==> config.mk <==
export PLATFORM = sky130hd
export DESIGN_NAME = hazard_scoreboard
export DESIGN_NICKNAME = d
export VERILOG_FILES = /design/src/rtl/scoreboard_pkg.sv /design/src/rtl/scoreboard_entry.sv /design/src/rtl/hazard_scoreboard.sv
export SDC_FILE = /design/constraint.sdc
export NUM_CORES = 1
export LEC_CHECK = 0
export CAP_MARGIN = 20
export CORE_MARGIN = 4
export CORE_UTILIZATION = 50
export CTS_BUF_LIST = sky130_fd_sc_hd__clkbuf_2
export DETAILED_ROUTE_END_ITERATION = 6
export HOLD_SLACK_MARGIN = 0.02
export PLACE_DENSITY = 0.87
export SYNTH_ARGS = -nofsm -noshare
export SYNTH_HDL_FRONTEND = slang
export SYNTH_SLANG_ARGS = --single-unit
==> constraint.sdc <==
create_clock -name clk -period 5.7 [get_ports clk]
set_input_delay 1.14 -clock clk [delete_from_list [all_inputs] [get_ports clk]]
set_output_delay 1.14 -clock clk [all_outputs]
set_load 0.03 [all_outputs]
==> src/rtl/scoreboard_pkg.sv <==
// Shared constants and types for the operand hazard scoreboard.
// The defaults describe a 3-deep forwarding pipe with load data ready in stage 2.
package scoreboard_pkg;

    localparam int DEF_NREG       = 8;
    localparam int DEF_NSRC       = 2;
    localparam int DEF_DEPTH      = 3;
    localparam int DEF_LOAD_STAGE = 2;
    localparam int DEF_SW         = $clog2(DEF_DEPTH + 1);

    typedef logic [DEF_SW-1:0] fwd_sel_t;

endpackage

==> src/rtl/scoreboard_entry.sv <==
// One register's pending-write tracker: remaining-stage count plus load flag.
// A count of DEPTH means the producer sits in EX; it ages toward zero each advance.
module scoreboard_entry
    import scoreboard_pkg::*;
#(
    parameter int DEPTH = DEF_DEPTH,
    parameter int SW    = $clog2(DEPTH + 1)
) (
    input  logic          clk,
    input  logic          reset,
    input  logic          advance,
    input  logic          flush,
    input  logic          issue,
    input  logic          issue_load,
    output logic [SW-1:0] cnt,
    output logic          load
);

    logic [SW-1:0] cnt_q, cnt_d;
    logic          load_q, load_d;

    always_comb begin
        cnt_d  = cnt_q;
        load_d = load_q;
        if (advance) begin
            if (issue) begin
                cnt_d  = SW'(DEPTH);
                load_d = issue_load;
            end else if (cnt_q != '0) begin
                // A squashed EX producer never writes back
                if (flush && cnt_q == SW'(DEPTH)) begin
                    cnt_d = '0;
                end else begin
                    cnt_d = cnt_q - SW'(1);
                end
                if (cnt_d == '0) begin
                    load_d = 1'b0;
                end
            end
        end
    end

    always_ff @(posedge clk) begin
        if (reset) begin
            cnt_q  <= '0;
            load_q <= 1'b0;
        end else begin
            cnt_q  <= cnt_d;
            load_q <= load_d;
        end
    end

    assign cnt  = cnt_q;
    assign load = load_q;

endmodule

==> src/rtl/hazard_scoreboard.sv <==
// Register hazard scoreboard: picks forwarding stage per ID source operand
// and stalls ID when a source waits on a load not yet forwardable.
module hazard_scoreboard
    import scoreboard_pkg::*;
#(
    parameter int  NREG       = DEF_NREG,
    parameter int  NSRC       = DEF_NSRC,
    parameter int  DEPTH      = DEF_DEPTH,
    parameter int  LOAD_STAGE = DEF_LOAD_STAGE,
    localparam int RW         = $clog2(NREG),
    localparam int SW         = $clog2(DEPTH + 1)
) (
    input  logic                     clk,
    input  logic                     reset,
    input  logic                     advance,
    input  logic                     flush,
    input  logic                     issue_valid,
    input  logic                     issue_we,
    input  logic                     issue_load,
    input  logic [RW-1:0]            issue_rd,
    input  logic [NSRC-1:0]          src_used,
    input  logic [NSRC-1:0][RW-1:0]  src_reg,
    output logic [NSRC-1:0][SW-1:0]  fwd_sel,
    output logic                     stall,
    output logic [NREG-1:0]          busy
);

    logic [SW-1:0] cnt [NREG];
    logic          ld  [NREG];

    logic [SW-1:0] src_cnt  [NSRC];
    logic          src_ld   [NSRC];
    logic [SW:0]   src_stg  [NSRC];
    logic [NSRC-1:0] src_dep;
    logic [NSRC-1:0] src_hold;

    logic issue_fire;

    assign issue_fire = issue_valid & issue_we & advance & ~stall & ~flush;

    for (genvar r = 0; r < NREG; r++) begin : g_entry
        scoreboard_entry #(
            .DEPTH (DEPTH),
            .SW    (SW)
        ) u_entry (
            .clk        (clk),
            .reset      (reset),
            .advance    (advance),
            .flush      (flush),
            .issue      (issue_fire && issue_rd == RW'(r)),
            .issue_load (issue_load),
            .cnt        (cnt[r]),
            .load       (ld[r])
        );
        assign busy[r] = (cnt[r] != '0);
    end

    // Lookups use pre-issue state, so a same-cycle rd==rs sees the older producer
    for (genvar i = 0; i < NSRC; i++) begin : g_src
        assign src_cnt[i]  = cnt[src_reg[i]];
        assign src_ld[i]   = ld[src_reg[i]];
        assign src_stg[i]  = (SW+1)'(DEPTH + 1) - {1'b0, src_cnt[i]};
        assign src_dep[i]  = src_used[i] && (src_cnt[i] != '0);
        assign src_hold[i] = src_dep[i] && src_ld[i]
                             && (src_stg[i] < (SW+1)'(LOAD_STAGE));
        assign fwd_sel[i]  = src_dep[i] ? src_stg[i][SW-1:0] : '0;
    end

    assign stall = (|src_hold) && !reset;

endmodule

# == Word-level counts from Yosys, hierarchy flattened ==
# Index checks and enable logic that the tools add are counted.
# word_totals
ff_bits,24
input_bits,18
output_inout_bits,13
word_cells,215
# classes
addsub,10
n_lt_le_gt_ge,4
n_eq_ne,15
muxes,86
bitwise,8
n_reduce_logical,76
# op_table
operator,count
$mux W2,54
$reduce_bool A2 Y1,26
$mux W1,28
$reduce_and A3 Y1,8
$logic_and A1 B1 Y1,23
$eq A2 B2 Y1 const B,8
$logic_not A2 Y1,8
$reduce_and A2 Y1,8
$sub A2 B1 Y2 const B,8
$bmux W2 S3,2
$eq A3 B3 Y1 const B,4
$ge A4 B4 Y1 const B,2
$not A3 Y4,2
$bmux W1 S3,2
$eq A3 B2 Y1 const B,2
$lt A3 B2 Y1 const B,2
$sub A3 B2 Y3 const A,2
$and A1 B1 Y1,4
$eq A3 B1 Y1 const B,1
$logic_not A3 Y1,1
$not A1 Y1,2
$reduce_or A2 Y1,1
$logic_not A1 Y1,1

# == Longest topological paths before layout ==
# Gate-level depths: netlist of the first run.
# depth
word_depth,20
ltp_mapped,11
depth_no_buf,10

# == By module ==
# From an unflattened synthesis of the first run, not the netlist that was laid out.
# hier_totals
hier_cells,201
area_unflattened_um2,1805.5
# modules_own_cells
module,n_inst,cells_each,area_per_inst_um2,seq_area_each_um2
scoreboard_entry,8,16,137.6,60.1
hazard_scoreboard,1,73,704.4,0.0

# == Worst setup path after synthesis of the first run ==
# Ideal clock, no wire load.
# synth_timing
path_type,input -> output
from,input src_reg[3] (netlist name)
to,output stall
arrival_time_ns,2.995
required_ns,4.560
slack_ns,1.565
cell_stages,8
path_buffers,1
path_cell_list,clkbuf_1 > mux4_2 > mux2i_1 > inv_1 > ha_1 > nor4bb_1 > a41oi_4 > inv_4
# synth_between
elab_chain_len,10
word_cells_on_any_way,15
classes_between,add/sub: 1; order compare: 1; mux: 6; bitwise: 1; reduce/logical: 6
# synth_lines
item,line,source
"start, declared",hazard_scoreboard.sv:22,"input logic [NSRC-1:0][RW-1:0] src_reg,"
$not A3 Y4 (not written as such) (*),"hazard_scoreboard.sv:60, hazard_scoreboard.sv:61",
"parallel branches: the longest is 6 deep, another holds $sub A3 B2 Y3",-,
$logic_and A1 B1 Y1 (*),hazard_scoreboard.sv:65,&& (src_stg[i] < (SW+1)'(LOAD_STAGE));
$reduce_or A2 Y1 (*),hazard_scoreboard.sv:69,assign stall = (|src_hold) && !reset;
$logic_and A1 B1 Y1 (*),hazard_scoreboard.sv:69,
"end, declared",hazard_scoreboard.sv:24,"output logic stall,"
# Every way passes the cells marked *. The select of a mux whose other input is x is not followed.

# == Worst setup path after layout of the first run ==
# layout_timing
from,input src_reg[4] (netlist name)
to,output stall
# The elaborated chain is that of the path after synthesis.

==> results_dict.tcl, run 1 <==
set metrics [dict create \
    outcome "finished, final reports clean" \
    hold_buffers 0 \
    grt_pass1_vias 1593 \
    synthCells 210 \
    drv_cap 0 \
    maxSlewViolCount 0 \
    drive_above_1_share_pct 10.3 \
    netlist_area_mm2 0.00175 \
    grt_pass1_wl_mm 7.49 \
    pin_count 31 \
    cts_setup_buffers 0 \
    cp-startpoint "src_reg[4]" \
    avgViaCountPerCell 6.03 \
    final_common_cell "nand2_1" \
    min_period_over_period_pct 93.1 \
    rsz0062_at_grt "no" \
    end_kind "primary output" \
    die_x_um 67.2 \
    power_density_mw_per_mm2 172 \
    setup_viol 0 \
    area_delta_synth_final_pct 20.3 \
    critPathKind "input pin to primary output" \
    firstDrtPassIters 4 \
    fmax_mhz 188 \
    cts_buffers 3 \
    worst-path-max-fanout 9 \
    htreeDepth 1 \
    drt_first_iter_violations 84 \
    finalNetCount 256 \
    ir_drop_mv 0.105 \
    die_h_um 67.2 \
    finalWirelength_mm 4.49 \
    drc_errors 0 \
    clock_tree.root_cell "clkbuf_2" \
    slew_headroom_pct 37.1 \
    yosysWarnings 0 \
    n_antenna_cell 0 \
    min-delay-start "g_entry[2].u_entry.cnt[1]" \
    cts_sinks 24 \
    place_hpwl_mm 3.41 \
    synth_fp_nets 232 \
    ant_nets 0 \
    syn_avg_cell_area_um2 8.35 \
    r2r_setup_slack_ns 2.70 \
    yosysUniqueCellTypes 40 \
    coreArea_mm2 0.00336 \
    critical_path_required_ns 4.56 \
    grt_max_degree 30 \
    vias 1681 \
    p_leak_nw 0.836 \
    cts_resized 0 \
    ys.flop_type "dfxtp_1" \
    setup_tns_ns 0 \
    worst_clock_skew_ns 0.0210 \
    initial_core_util_pct 52.2 \
    timing.critical_path.mode_cell "clkdlybuf4s50_1" \
    clock_latency_ns 0.35 \
    ys_async_sr_fraction_pct 0 \
    place_congestion 0.873 \
    worst_slack_ns 0.392 \
    antenna_found_initial 0 \
    pre_cts_ws_ns 0.410 \
    fp-row-count 21 \
    routedWlPerCell_um 16.1 \
    grt.total_usage_pct 21.9 \
    ys_seq_area_share_pct 27.4 \
    numPortBuffers 30 \
    dieArea_mm2 0.00452 \
    r2r_start "g_entry[7].u_entry.cnt[0]" \
    slowest_delay_ns 0.74 \
    cp_cell_sequence "clkdlybuf4s50_1 > mux4_2 > mux2i_1 > inv_1 > ha_1 > nor4bb_1 > a41oi_4 > inv_4 > clkdlybuf4s50_1" \
    critPathArrivalTime_ns 4.17 \
    tightestPinTransition_ns 0.940 \
    hold_path_class "flip-flop to flip-flop" \
    clkTransAtPathRegs_ns 0.24 \
    ys_seq_elements 24 \
    clock_path_buffers 2 \
    final_cell_mix "nand2_1 (31), clkdlybuf4s50_1 (30), dfxtp_1 (24)" \
    cp-start-kind "input pin" \
    cp_slowest_cell "clkdlybuf4s50_1" \
    synth-edff-count 0 \
    gr-total-overflow 0 \
    hold_viol_final 0 \
    cts_tree "done" \
    finalCriticalPeriod_ns 5.31 \
]
-- final timing paths --
| check | endpoint | depth (start not counted) |
|---|---|---|
| min reg2reg | g_entry[2].u_entry.cnt[1] | 2 |
| min | g_entry[2].u_entry.cnt[1] | 2 |
| max reg2reg | g_entry[6].u_entry.load | 10 |
| max | stall | 9 |
-- cell families (layout without fill, tap and decap cells) --
| family | count (synthesis) | in the layout | synth area share (%) |
|---|---|---|---|
| simple gates | 80 | 80 | 23.8 |
| compound gates | 48 | 48 | 19.8 |
| buf+inv | 34 | 57 | 7.92 |
| flops | 24 | 24 | 27.4 |
| mux | 20 | 20 | 18.3 |
| fa+ha+maj | 4 | 4 | 2.85 |
-- cell usage after synthesis (4+ instances only) --
master    instances  area [um^2]
a41o_1            4         40.0
ha_1              4         50.1
mux2i_1           8         80.1
and3_1            5         31.3
dfxtp_1          24          480
nand2_1          31          116
nor3b_1           5         37.5
nand3_1           5         25.0
o21ai_0          19         95.1
a311oi_1          7         61.3
mux4_2            9          203
nand4b_1          4         35.0
inv_1            21         78.8
nor2_1           13         48.8
a21oi_1           8         40.0
clkbuf_1         10         37.5
-- per-layer routing --
metal  global-route usage, %  vias to the layer above  routed length, um
met2                    35.8                       64               2130
met5                       0                        -                  0
met1                    29.9                      798               2000
met3                    3.00                       10                260
li1                        -                      809                  -
met4                    6.84                        0                 91
-- state kept, by name, indices dropped and copies added, names as in the netlist --
signal	cells
g_entry.u_entry.cnt	16
g_entry.u_entry.load	8
-- metrics by stage --
stage	utilization (%)	power (mW)	cell area [um^2]	hold slack, ns	cells
after CTS	62.8	0.365	2110	0.523	279
final	62.8	0.363	2110	0.525	279
after global placement	61.4	0.251	2070	0.491	275
after detailed placement	61.4	0.252	2070	0.497	275
after global routing	62.8	0.381	2110	0.564	279
after floorplan	-	0.223	1750	0.468	210
-- where the power goes --
group	internal (mW)	switching (mW)
logic	0.0335	0.0398
registers	0.172	0.00458
clock network	0.0605	0.0530
-- cell type report --
class / count / area (um^2)
Clock buffer: 3 / 15.0
Timing Repair Buffer: 31 / 308
Clock inverter: 1 / 30.0
Multi-Input combinational cell: 152 / 1130
Sequential cell: 24 / 480
Fill cell: 319 / 1250
Tap cell: 46 / 57.6
Inverter: 22 / 85.1
-- critical path, delay by kind of cell --
family / cells / cell delay (ns)
adders and majority gates: 1 / 0.19
and+or+nand+nor: 1 / 0.16
AOI/OAI and AO/OA: 1 / 0.35
muxes: 2 / 0.81
buffers and inverters: 4 / 1.52
(Power assumes the default switching activity.)
==> run 2: changes to the inputs <==
==> constraint.sdc (replaced) <==
create_clock -name clk -period 5.7 [get_ports clk]
set_input_delay 1.71 -clock clk [delete_from_list [all_inputs] [get_ports clk]]
set_output_delay 1.71 -clock clk [all_outputs]
set_load 0.03 [all_outputs]
==> results_dict.tcl, run 2 (synthesis results as in run 1) <==
set metrics [dict create \
    largest_reg_flops 16 \
    r2r_setup_slack_ns 2.67 \
    hold_path_class "flip-flop to flip-flop" \
    antenna_found_initial 0 \
    finalNetCount 273 \
    final_common_cell "nand2_1" \
    p_leak_nw 0.947 \
    critical_path_required_ns 3.99 \
    hold_end "g_entry[5].u_entry.load" \
    pre_cts_ws_ns -0.635 \
    r2r-end "g_entry[6].u_entry.load" \
    grt.total_usage_pct 23.7 \
    slowest_delay_ns 0.58 \
    drive_above_1_share_pct 18.4 \
    r2r_start "g_entry[3].u_entry.cnt[0]" \
    cts_buffers 3 \
    drc_errors 0 \
    clock_tree.root_cell "clkbuf_2" \
    min-delay-start "g_entry[5].u_entry.load" \
    maxSlewViolCount 0 \
    pin_count 31 \
    final_cell_mix "nand2_1 (31), dfxtp_1 (24), clkdlybuf4s50_1 (23)" \
    dp_cells 289 \
    final_cells 296 \
    crit_buf_inv 3 \
    die_x_um 67.2 \
    design_area_mm2 0.00226 \
    ant_nets 0 \
    dieArea_mm2 0.00452 \
    die_h_um 67.2 \
    vias 1771 \
    cp-start-kind "input pin" \
    worst_clock_skew_ns 0.00533 \
    hold_viol_final 0 \
    place_hpwl_mm 3.73 \
    crit_family "buffers and inverters" \
    worst-path-max-fanout 4 \
    clock_path_buffers 2 \
    place_congestion 0.852 \
    routedWlPerCell_um 16.7 \
    grt_pass1_vias 1712 \
    final_core_util_pct 67.3 \
    critPathArrivalTime_ns 3.91 \
    clock_latency_ns 0.35 \
    fin_total_pwr_uw 375 \
    end_kind "primary output" \
    grt_pass1_wl_mm 8.02 \
    slew_headroom_pct 40.8 \
    hold_depth 2 \
    htreeDepth 1 \
    rr_worst_depth 11 \
    whs_ns 0.538 \
    dpl_cell_area_mm2 0.00217 \
    fmax_mhz 178 \
    cts_tree "done" \
    cp_slowest_cell "clkdlybuf4s50_1" \
    gr-total-overflow 0 \
    critPathKind "input pin to primary output" \
    cts_sinks 24 \
    avgViaCountPerCell 5.98 \
    power_density_mw_per_mm2 166 \
    finalWirelength_mm 4.94 \
    area_delta_synth_final_pct 29.0 \
    drv_cap 0 \
    n_antenna_cell 0 \
    outcome "finished, final reports clean" \
    clkTransAtPathRegs_ns 0.23 \
    ir_drop_mv 0.143 \
    setup_viol 0 \
    finalCriticalPeriod_ns 5.62 \
    setup_tns_ns 0 \
    min_period_over_period_pct 98.6 \
    fp-row-count 21 \
    coreArea_mm2 0.00336 \
    worst_slack_ns 0.0794 \
    drt_first_iter_violations 89 \
    grt_max_degree 30 \
    initial_core_util_pct 52.2 \
    numPortBuffers 30 \
    cp_cell_sequence "dlygate4sd2_1 > mux4_2 > mux2i_2 > ha_1 > buf_4 > and3b_1 > clkdlybuf4s50_1" \
    firstDrtPassIters 4 \
    tightestPinTransition_ns 0.885 \
]
run 2: changes by cell type in the layout (fill, tap and decap cells not counted), moves of 2 or more:
cell	delta
dlygate4sd2_1	+3
clkdlybuf4s50_1	-7
dlymetal6s2s_1	+2
mux2i_1	-2
buf_6	+2
buf_4	+16
run 2: layout make-up:
type,count,area [um^2]
sequential,24,480
clock inverter,1,30.0
timing repair buffer,48,437
tap,46,57.6
fill,304,1100
inverter,22,85.1
multi-input combinational,152,1160
clock buffer,3,15.0
run 2: what timing repair did:
item | 4_1_cts | 5_1_grt
setup buffers | 0 | 3
pin swaps | 0 | 1
resized for setup | 13 | 8
endpoints found under the setup margin | 5 | 3
hold buffers | 0 | 0
run 2: worst reg2reg max path: stages, from the launching register on:
cell and delay (ns):
dfxtp_1 0.40, mux4_2 0.51, mux2i_4 0.19, inv_1 0.07
ha_1 0.18, nor4bb_1 0.14, buf_4 0.14, a41oi_4 0.24
inv_4 0.05, buf_4 0.15, or4_4 0.55, mux2_4 0.32
run 2: power by group:
group          switching (mW)  leakage [nW]  internal (mW)
combinational          0.0436         0.725         0.0405
sequential            0.00445         0.195          0.172
clock                  0.0540        0.0266         0.0604
total                   0.102         0.947          0.273
run 2: how the worst max path moves through the flow:
stage / depth (start not counted) / slack [ns] / endpoint / from
3_3_place_gp: 9 / -0.47 / stall / src_reg[0]
6_report: 7 / 0.08 / fwd_sel[1] / src_reg[1]
4_1_cts: 11 / -0.03 / stall / src_reg[3]
2_1_floorplan: 8 / 0.42 / stall / src_reg[3]
3_5_place_dp: 9 / -0.64 / stall / src_reg[0]
5_1_grt: 7 / -0.02 / fwd_sel[1] / src_reg[1]
run 2: metal layers:
metal | routed length (um) | track usage (%) | up-vias
met5 | 0 | 0 | -
met4 | 155 | 11.4 | 0
met3 | 327 | 1.66 | 13
met2 | 2470 | 40.9 | 74
met1 | 1980 | 29.9 | 842
li1 | - | - | 842
==> run 3: changes to the inputs <==
--- a/config.mk
+++ b/config.mk
@@ -7,11 +7,12 @@
 export LEC_CHECK = 0
 export CAP_MARGIN = 20
 export CORE_MARGIN = 4
-export CORE_UTILIZATION = 50
+export CORE_UTILIZATION = 49
 export CTS_BUF_LIST = sky130_fd_sc_hd__clkbuf_2
+export CTS_CLUSTER_SIZE = 30
 export DETAILED_ROUTE_END_ITERATION = 6
 export HOLD_SLACK_MARGIN = 0.02
-export PLACE_DENSITY = 0.87
+export PLACE_DENSITY = 0.89
 export SYNTH_ARGS = -nofsm -noshare
 export SYNTH_HDL_FRONTEND = slang
 export SYNTH_SLANG_ARGS = --single-unit
==> constraint.sdc (replaced) <==
create_clock -name clk -period 5 [get_ports clk]
set_input_delay 1.5 -clock clk [delete_from_list [all_inputs] [get_ports clk]]
set_output_delay 1.5 -clock clk [all_outputs]
set_load 0.1 [all_outputs]
==> results_dict.tcl, run 3 (synthesis results as in run 1) <==
set metrics [dict create \
    outcome "finished, final reports clean" \
    avgViaCountPerCell 6.04 \
    gr-total-overflow 0 \
    antenna_found_initial 0 \
    p_seq_share_pct 44.1 \
    ant_nets 0 \
    fp-row-count 21 \
    drive_above_1_share_pct 22.8 \
    cp-startpoint "src_reg[0]" \
    finalNetCount 273 \
    cp-start-kind "input pin" \
    routedWlPerCell_um 16.8 \
    cts_buffers 3 \
    clkPwrFrac_pct 29.0 \
    largest_reg_flops 16 \
    end_kind "primary output" \
    hold_path_class "flip-flop to flip-flop" \
    min_period_over_period_pct 98.3 \
    setup_viol 0 \
    clock_tree.root_cell "clkbuf_2" \
    place_congestion 0.843 \
    finalCriticalPeriod_ns 4.92 \
    drt_first_iter_violations 136 \
    place_hpwl_mm 3.87 \
    grt_max_degree 30 \
    p_leak_nw 0.961 \
    firstDrtPassIters 4 \
    pre_cts_ws_ns -0.434 \
    power_frac_comb_pct 27.0 \
    htreeDepth 1 \
    worst_clock_skew_ns 0.00318 \
    coreArea_mm2 0.00339 \
    drc_errors 0 \
    switching_share_pct 31.3 \
    n_antenna_cell 0 \
    endpoint "stall" \
    r2r-end "g_entry[6].u_entry.load" \
    final_common_cell "nand2_1" \
    critPathArrivalTime_ns 3.42 \
    clock_path_buffers 2 \
    die_h_um 67.8 \
    dieArea_mm2 0.00460 \
    finalWirelength_mm 4.98 \
    design_area_mm2 0.00235 \
    worst-path-max-fanout 5 \
    worst_slack_ns 0.0828 \
    pin_count 31 \
    slew_headroom_pct 34.6 \
    drv_cap 0 \
    clock_latency_ns 0.36 \
    grt.total_usage_pct 23.9 \
    critical_path_required_ns 3.50 \
    setup_tns_ns 0 \
    rsz0062_at_grt "no" \
    r2r_start "g_entry[3].u_entry.cnt[0]" \
    numPortBuffers 30 \
    fmax_mhz 203 \
    rr_worst_depth 11 \
    initial_core_util_pct 51.8 \
    p_sw_uw 143 \
    clkTransAtPathRegs_ns 0.23 \
    tightestPinTransition_ns 0.977 \
    hold_viol_final 0 \
    grt_pass1_vias 1715 \
    vias 1788 \
    final_core_util_pct 69.4 \
    dpl_cell_area_mm2 0.00227 \
    cts_tree "done" \
    r2r_setup_slack_ns 1.96 \
    area_delta_synth_final_pct 34.0 \
    maxSlewViolCount 0 \
    critPathKind "input pin to primary output" \
    die_x_um 67.8 \
    ir_drop_mv 0.118 \
    cts_sinks 24 \
    grt_pass1_wl_mm 8.02 \
    power_density_mw_per_mm2 194 \
    hold_depth 2 \
    internal_power_uw 314 \
    final_cell_mix "nand2_1 (31), dfxtp_1 (24), inv_1 (21)" \
    hold_buffers 0 \
]
## run 3: cell count changes in the layout (fill, tap and decap cells not counted), sizes merged
cell | previous run | this run
buf | 19 | 25
clkdlybuf4s50 | 23 | 20
dlygate4sd2 | 3 | 1
dlymetal6s2s | 2 | 1
## run 3: layout make-up
cell class                 instances  area (um^2)
fill                             265         1040
timing repair buffer              48          472
sequential                        24          480
inverter                          22         85.1
multi-input combinational        152         1210
clock inverter                     1         30.0
tap                               46         57.6
clock buffer                       3         15.0
## run 3: routing by layer
layer  track usage (%)  up-vias  wire length, um
met5                 0        -                0
met4              14.1        0              227
met3              3.12       19              456
met2              40.3      112             2380
met1              28.9      808             1910
li1                  -      849                -
## run 3: power groups by stage
stage          Clock (mW)  Sequential, mW  Combinational, mW
4_1_cts             0.134           0.201              0.121
3_5_place_dp            0           0.205              0.118
2_1_floorplan           0           0.202             0.0749
5_1_grt             0.141           0.202              0.130
3_3_place_gp            0           0.204              0.116
6_report            0.132           0.201              0.123
## run 3: worst min path at each step
stage                                      to  slack (ns)                      start
finish                g_entry[3].u_entry.load        0.55    g_entry[3].u_entry.load
global route        g_entry[2].u_entry.cnt[1]        0.56  g_entry[2].u_entry.cnt[1]
CTS                 g_entry[2].u_entry.cnt[1]        0.54  g_entry[2].u_entry.cnt[1]
detailed placement  g_entry[2].u_entry.cnt[1]        0.51  g_entry[2].u_entry.cnt[1]
global placement    g_entry[2].u_entry.cnt[1]        0.50  g_entry[2].u_entry.cnt[1]
floorplan           g_entry[2].u_entry.cnt[1]        0.47  g_entry[2].u_entry.cnt[1]
## run 3: timing repair
action	4_1_cts	5_1_grt
pin swaps	1	1
endpoints found under the hold margin	0	0
setup endpoints to repair	4	1
gates resized for setup	15	8
buffers inserted	0	0
## run 3: through the flow
stage	hold slack [ns]	instances	total power, mW
after global placement	0.499	292	0.320
after floorplan	0.468	210	0.277
after CTS	0.536	296	0.456
after global routing	0.558	296	0.473
final	0.546	296	0.456
after detailed placement	0.510	292	0.323
## run 3: critical path: stages
cell and delay, ns:
buf_2 0.17, mux4_2 0.55, mux2i_4 0.19, inv_1 0.07, ha_1 0.20, nand4b_1 0.18
nor4_4 0.08, a41oi_4 0.25, inv_4 0.06, buf_12 0.16
==> patch: new RTL, flow settings as in run 2 <==
Reset style: asynchronous (`reset`), changed in one clocked block.
--- a/src/rtl/scoreboard_entry.sv
+++ b/src/rtl/scoreboard_entry.sv
@@ -40,7 +40,7 @@
         end
     end
 
-    always_ff @(posedge clk) begin
+    always_ff @(posedge clk or posedge reset) begin
         if (reset) begin
             cnt_q  <= '0;
             load_q <= 1'b0;
Function: differs if reset is asserted again (counterexample within 4 cycles, from zero or initial values and one cycle with reset high); with reset held inactive, the same outputs for 4 cycles.
==> patch against run 2 <==
- power up 2.7%
- setup slack worse by 0.026 ns
- clock power down 46%
- sequential cell count unchanged
- critical path type unchanged
- utilization down 2.5 points
- largest power group unchanged
- synthesized area up 2.8%
- highest routed layer unchanged
- sequential share of layout area up 5.9 points
- combinational power up 48%
- final cell count down 6.8%
- final area down 2.2%
- wire length down 9.7%
- register-to-register slack better by 0.57 ns
==> patch: results (changes against run 2) <==
- Most common library cells after synthesis: 24 x dfrtp_1, 23 x o21ai_0, 22 x nand2_1
- Signal buffers: 41 (-15%)
- Inverters, non-clock: 21 (-4.5%)
- Post-synthesis mux area share: 0.203 (+0.0207)
- Seq/total area: 0.271 (+0.0590)
- CP max stage delay: 0.52 ns (-0.06 ns)
- First-pass GRT wire length: 7.39 mm (-7.9%)
- Detailed Routing Iterations Pass 1: 6 (+2)
- Arrival time at the worst endpoint: 3.94 ns (+0.03 ns)
- Pre-CTS WS: -0.0896 ns (+0.546 ns)
- Status: complete, no violations
- Buffering overhead: 0.174 (-0.0195)
- Async set-reset flop share out of synthesis: 1.00 (+1.00)
- Multi-input gates: 141 (-7.2%)
- Share of post-route cells with drive strength above 1: 0.148 (-0.0362)
- Drt total wl: 4.46 mm (-9.7%)
- Clock Skew: 0.0163 ns (+0.0110 ns)
- Vias: 1660 (-6.3%)
- Synth Area in Compound Gates: 0.158 (-0.0394)
- Post-Synth Adder-Cell Area: 0.0278 (-0.000772)
- Sequential element share of the synthesized area: 0.333 (+0.0592)
- Largest net degree at the start of global routing: 25 (-17%)
- Multi-input combinational area share: 0.487 (-0.0249)
- Met3 routed WL: 305 µm (-6.7%)
- Hold Path Depth: 1 (-1)
- GP Congestion: 0.859 (+0.88%)
- Fill count: 299 (-1.6%)
- Seq_cells: 24 (unchanged)
- Synthesized Nets: 220 (-5.2%)
- CP max FO: 5 (+1)
- Vias per cell: 6.01 (+0.52%)
- Met1 usage: 0.313 (+0.0134)
- Met2 Usage GRT: 0.335 (-0.0741)
- PortBufs: 30 (unchanged)
- # nets final: 254 (-7.0%)
- Leakage power: 1.05 nW (+11%)
- All-Layer GR Usage: 0.215 (-0.0216)
- Met1 Wirelength: 1.92 mm (-3.3%)
- Distinct cells, synth: 39 (-2.5%)
- Post-cts sizing count: 3 (-10)
- Largest cells by area after synthesis: dfrtp_1 33%, mux4_2 12%, mux2i_1 7.2%
- Worst reg2reg path depth: 10 (-1)
- Vias in the first global route: 1514 (-12%)
- DP HPWL: 3.39 mm (-9.1%)
- Met3 Use GR: 0.0263 (+0.00963)
- ClkCell Share: 0.00678 (-0.0131)
- Slew @ Worst Pin: 0.930 ns (+0.0451 ns)
- Initial DRC Count: 136 (+53%)
- Clock Latency Late Sink: 0.33 ns (-0.02 ns)
- Metal2 WL: 2.16 mm (-13%)
- Area Growth Syn to Fin: 22.8%
- Mapped Avg Cell Area: 9.11 µm² (+9.0%)
- IR drop worst, VDD: 0.113 mV (-21%)
- XOR/XNOR share of the synthesized area: 0 (unchanged)
-- patch: final timing paths --
| kind | start | end | slack (ns) |
|---|---|---|---|
| setup / recovery | src_reg[0] | stall | 0.05 |
| hold / removal | g_entry[7].u_entry.cnt[1]$_DFFE_PP0P_ | g_entry[7].u_entry.cnt[1]$_DFFE_PP0P_ | 0.58 |
| setup reg to reg | g_entry[4].u_entry.cnt[0]$_DFFE_PP0P_ | g_entry[7].u_entry.cnt[0]$_DFFE_PP0P_ | 3.24 |
| hold reg to reg | g_entry[7].u_entry.cnt[1]$_DFFE_PP0P_ | g_entry[7].u_entry.cnt[1]$_DFFE_PP0P_ | 0.58 |
| max in group asynchronous | reset | g_entry[0].u_entry.load$_DFFE_PP0P_ | 3.16 |
| min in group asynchronous | reset | g_entry[5].u_entry.load$_DFFE_PP0P_ | 1.97 |
-- patch: power breakdown --
group | internal (W) | switching [W]
Clock | 0.0000143 | 0.0000478
Sequential | 0.000183 | 0.0000161
Combinational | 0.0000615 | 0.0000623
Total | 0.000258 | 0.000126
